`config.mk`:
```
export PLATFORM = sky130hd
export DESIGN_NAME = onehot_decoder_4to16
export DESIGN_NICKNAME = d
export VERILOG_FILES = /design/src/rtl/onehot_decoder_4to16.sv
export SDC_FILE = /design/constraint.sdc
export NUM_CORES = 1
export LEC_CHECK = 0
export ABC_AREA = 1
export CORE_MARGIN = 3
export CORE_UTILIZATION = 35
export CTS_BUF_LIST = sky130_fd_sc_hd__clkbuf_2 sky130_fd_sc_hd__clkbuf_4 sky130_fd_sc_hd__clkbuf_8
export CTS_CLUSTER_SIZE = 10
export DETAILED_ROUTE_END_ITERATION = 8
export PLACE_DENSITY_LB_ADDON = 0.15
export SLEW_MARGIN = 20
export SYNTH_ARGS = -nofsm -noshare
export SYNTH_HDL_FRONTEND = slang
export SYNTH_SLANG_ARGS = --single-unit
```
`constraint.sdc`:
```
create_clock -name clk -period 0.84 [get_ports clk]
set_input_delay 0.168 -clock clk [delete_from_list [all_inputs] [get_ports clk]]
set_output_delay 0.168 -clock clk [all_outputs]
set_load 0.05 [all_outputs]
```
`src/rtl/onehot_decoder_4to16.sv`:
```
// Registered binary-to-one-hot decoder: enc selects one of M = 2**N dec lines, one clock of latency.
// Optional output blanking input en is compiled in when DECODER_BLANK_EN is defined.
module onehot_decoder_4to16 #(
    parameter int N = 4,
    parameter int M = 16
) (
    input  logic         clk,
    input  logic         rst_n,
    input  logic [N-1:0] enc,
`ifdef DECODER_BLANK_EN
    input  logic         en,
`endif
    output logic [M-1:0] dec
);

    // Reject illegal configurations at elaboration so a mis-sized select bus never builds.
    generate
        if ((N < 1) || (N > 8)) begin : g_bad_n
            $error("onehot_decoder_4to16: N must be in 1..8");
        end
        if (M != (1 << N)) begin : g_bad_m
            $error("onehot_decoder_4to16: M must equal 2**N");
        end
    endgenerate

    logic [M-1:0] onehot_s;
    logic [M-1:0] dec_next_s;
    logic [M-1:0] dec_r;
    logic         blank_s;

`ifdef DECODER_BLANK_EN
    assign blank_s = en;
`else
    assign blank_s = 1'b0;
`endif

    // One-hot decode; an unknown enc falls to the else branch, so every bit reads zero.
    always_comb begin
        onehot_s = '0;
        for (int i = 0; i < M; i++) begin
            if (enc == N'(i)) begin
                onehot_s[i] = 1'b1;
            end else begin
                onehot_s[i] = 1'b0;
            end
        end
    end

    // Select between the decode and a blanked (all-zero) output.
    always_comb begin
        dec_next_s = '0;
        if (blank_s == 1'b1) begin
            dec_next_s = '0;
        end else begin
            dec_next_s = onehot_s;
        end
    end

    // Output register, cleared asynchronously while rst_n is low.
    always_ff @(posedge clk or negedge rst_n) begin
        if (!rst_n) begin
            dec_r <= '0;
        end else begin
            dec_r <= dec_next_s;
        end
    end

    assign dec = dec_r;

endmodule

```
## After elaboration in Yosys (flattened, before gate mapping)

Cells that the tools add are included.

- Register bits after elaboration: 16
- Input bits: 6
- Output and inout bits: 16
- Logic and storage cells: 33

- Eq/ne operators: 15
- Muxes and demuxes: 16
- Reduce and logical (&&, ||, !) cells: 1

Operators with widths:

| kind | number |
|---|---|
| $eq A4 B4 Y1 const B | 8 |
| $eq A4 B3 Y1 const B | 4 |
| $mux W1 | 16 |
| $eq A4 B2 Y1 const B | 2 |
| $eq A4 B1 Y1 const B | 1 |
| $logic_not A4 Y1 | 1 |

## Longest topological paths before layout

- Depth in word-level cells: 2
- Gate-level depth with buffers: 3
- Gate-level depth less buffers: 3

## Worst setup path after synthesis

OpenSTA, ideal clock, no wires.

- Kind: reg2out
- Start point: register dec_r[0] (netlist: dec[0])
- End point: output port dec[0]
- Data arrival time: 586 ps
- Required time: 672 ps
- Slack: 86 ps
- Cell stages (with the launch flop): 1
- Path buffers: 0
- Cell sequence: dfrtp_1

RTL lines:

| element | line | source |
|---|---|---|
| from (decl) | 28 | `logic [M-1:0] dec_r;` |
| from (signal assigned) | 64 | `dec_r <= dec_next_s;` |
| to (decl) | 13 | `output logic [M-1:0] dec` |

No word-level cell between the ends.

## Worst setup path in the final report

- Start point: register dec_r[5] (netlist: dec[5])
- End point: output port dec[5]

No word-level cell between the ends.

==> out/summary.txt <==
Clk pwr share - 0.262
first-pass GRT wire length - 1520 um
initial antenna violation count - 0
vias in the first global route - 377
failing checks - negative setup slack
PortBufs - 21
setup_tns - -2.51 ns
Syn Inst Count - 44
Antenna Nets Post-Route - 0
Reg power frac - 0.564
GRT Overall Usage - 0.112
# nets final - 77
Yosys cell types - 4
core footprint - 0.00133 mm2
NetSw - 0.358 mW
Yosys reg bits - 16
Req. time, crit path - 0.67 ns
Mapped Nets - 50
pre-CTS setup slack - -0.245 ns
die footprint - 0.00194 mm2
Cell Area, Placed - 915 um2
Row Count - 13
Max transition margin - 0.893
# IOs - 22
max reg flops - 16
n_diodes - 0
RSZ-0062 raised after global routing - yes
Worst Path Class, Setup - flip-flop to primary output
wire per inst - 11.1 um
Die Y - 44.0 um
crit path max fanout - 1
cell internal pwr - 1.07 mW
post-DP HPWL - 797 um
synthesized area - 505 um2
Peak VDD IR - 1110 uV
Max clock buf depth - 2
status - finished with violations
Startpoint Class - flip-flop
CTS tree - built
routed wire length - 933 um
slowest CP cell - dfrtp_1
1st-pass router iterations - 2
Pwr Density - 1520 mW/mm2
endpoint type of the worst setup path - primary output
Critical path buffers and inverters - 1
leakage - 0.457 nW
vias post-DR - 374
yosys warns - 0
Tcrit/Tclk final - 1.20
Setup crit start - dec[5]
sw frac - 0.251
fmax - 996 MHz
cell family with most CP delay - flip-flops
worst path cell trace - buf_12
Residual DRC - 0
CTS H-tree depth - 1
Resize count post-CTS - 0
Initial Util - 0.379
setup bufs post-CTS - 0
Final Hold Viols - 0
cts bufs inserted - 3
part of the Yosys area used for sequential elements - 0.792
final instance area - 937 um2
Worst-Margin Slew - 0.160 ns
DR vias/cell - 4.45
Setup-failing EPs final - 16
Comb pwr share - 0.174
synthesis-to-layout area growth - 85.4%
Tot Pwr - 1.43 mW
syn avg cell area - 11.5 um2
Clock Sinks - 16
Hold WC Path Type - input pin to asynchronous set/reset pin
Worst Path Arrival - 0.84 ns
share of cells above drive strength 1 - 0.290
routability congestion estimate - 0.780
largest net degree at the start of global routing - 17
gr ovfl total - 0
worst setup margin - -0.164 ns
clk root buf - clkbuf_4
Max Cap Viol - 0
first-iteration detailed-routing DRC count - 8
CP peak stage delay - 0.41 ns
min cycle time layout - 1.00 ns
Final Slew Violations - 0
clock-pin slew on the worst setup and hold paths - 0.08 ns
Die Wd - 44.0 um
metrics by stage:
step | hold WS [ns] | utilization | instances
5_1_grt | 0.234 | 0.703 | 84
6_report | 0.221 | 0.703 | 84
3_3_place_gp | 0.521 | 0.686 | 81
3_5_place_dp | 0.519 | 0.686 | 81
4_1_cts | 0.225 | 0.703 | 84
2_1_floorplan | -0.128 | - | 44
worst max path at each step:
| stage | endpoint | slack, ns | depth (start not counted) |
|---|---|---|---|
| finish | dec[5] | -0.16 | 1 |
| global route | dec[2] | -0.19 | 1 |
| CTS | dec[2] | -0.17 | 1 |
| detailed placement | dec[0] | -0.24 | 4 |
| global placement | dec[2] | -0.21 | 4 |
| floorplan | dec[0] | 0.09 | 0 |
layer usage:
layer | part of all wire | track usage
met1 | 0.37 | 0.108
met2 | 0.54 | 0.209
met5 | 0 | 0
met4 | 0.011 | 0.0723
met3 | 0.072 | 0.0249
cell usage after synthesis:
| library cell | number | area [um2] |
|---|---|---|
| dfrtp_1 | 16 | 400 |
| inv_1 | 4 | 15.0 |
| nand2_1 | 8 | 30.0 |
| nor2_1 | 16 | 60.1 |
cell type report:
cell class	instances	area [um2]
timing repair buffer	22	390
fill	104	397
sequential	16	400
multi-input combinational	24	90.1
tap	15	18.8
inverter	4	15.0
clock buffer	3	22.5
layout by cell type, fill, tap and decap left out:
master and count:
buf_12 17, inv_1 4, nor2_1 16, clkbuf_4 3, nand2_1 8, clkdlybuf4s50_1 5
dfrtp_1 16
cells by family (layout without fill, tap and decap cells):
| group | after synthesis | after routing | share of synthesized area |
|---|---|---|---|
| simple gates | 24 | 24 | 0.178 |
| buf+inv | 4 | 29 | 0.0297 |
| flops | 16 | 16 | 0.792 |
power groups by stage:
stage | combinational (mW) | sequential, mW | clock, mW
2_1_floorplan | 0.0326 | 0.881 | 0
3_3_place_gp | 0.246 | 0.821 | 0
3_5_place_dp | 0.250 | 0.821 | 0
4_1_cts | 0.251 | 0.805 | 0.380
5_1_grt | 0.263 | 0.807 | 0.404
6_report | 0.248 | 0.805 | 0.375
what timing repair did:
action,in CTS,in global routing
setup endpoints to repair,16,16
hold buffers,0,0
pin swaps,0,0
gates cloned,0,0
Note: power is estimated with default switching activity, not from simulation.
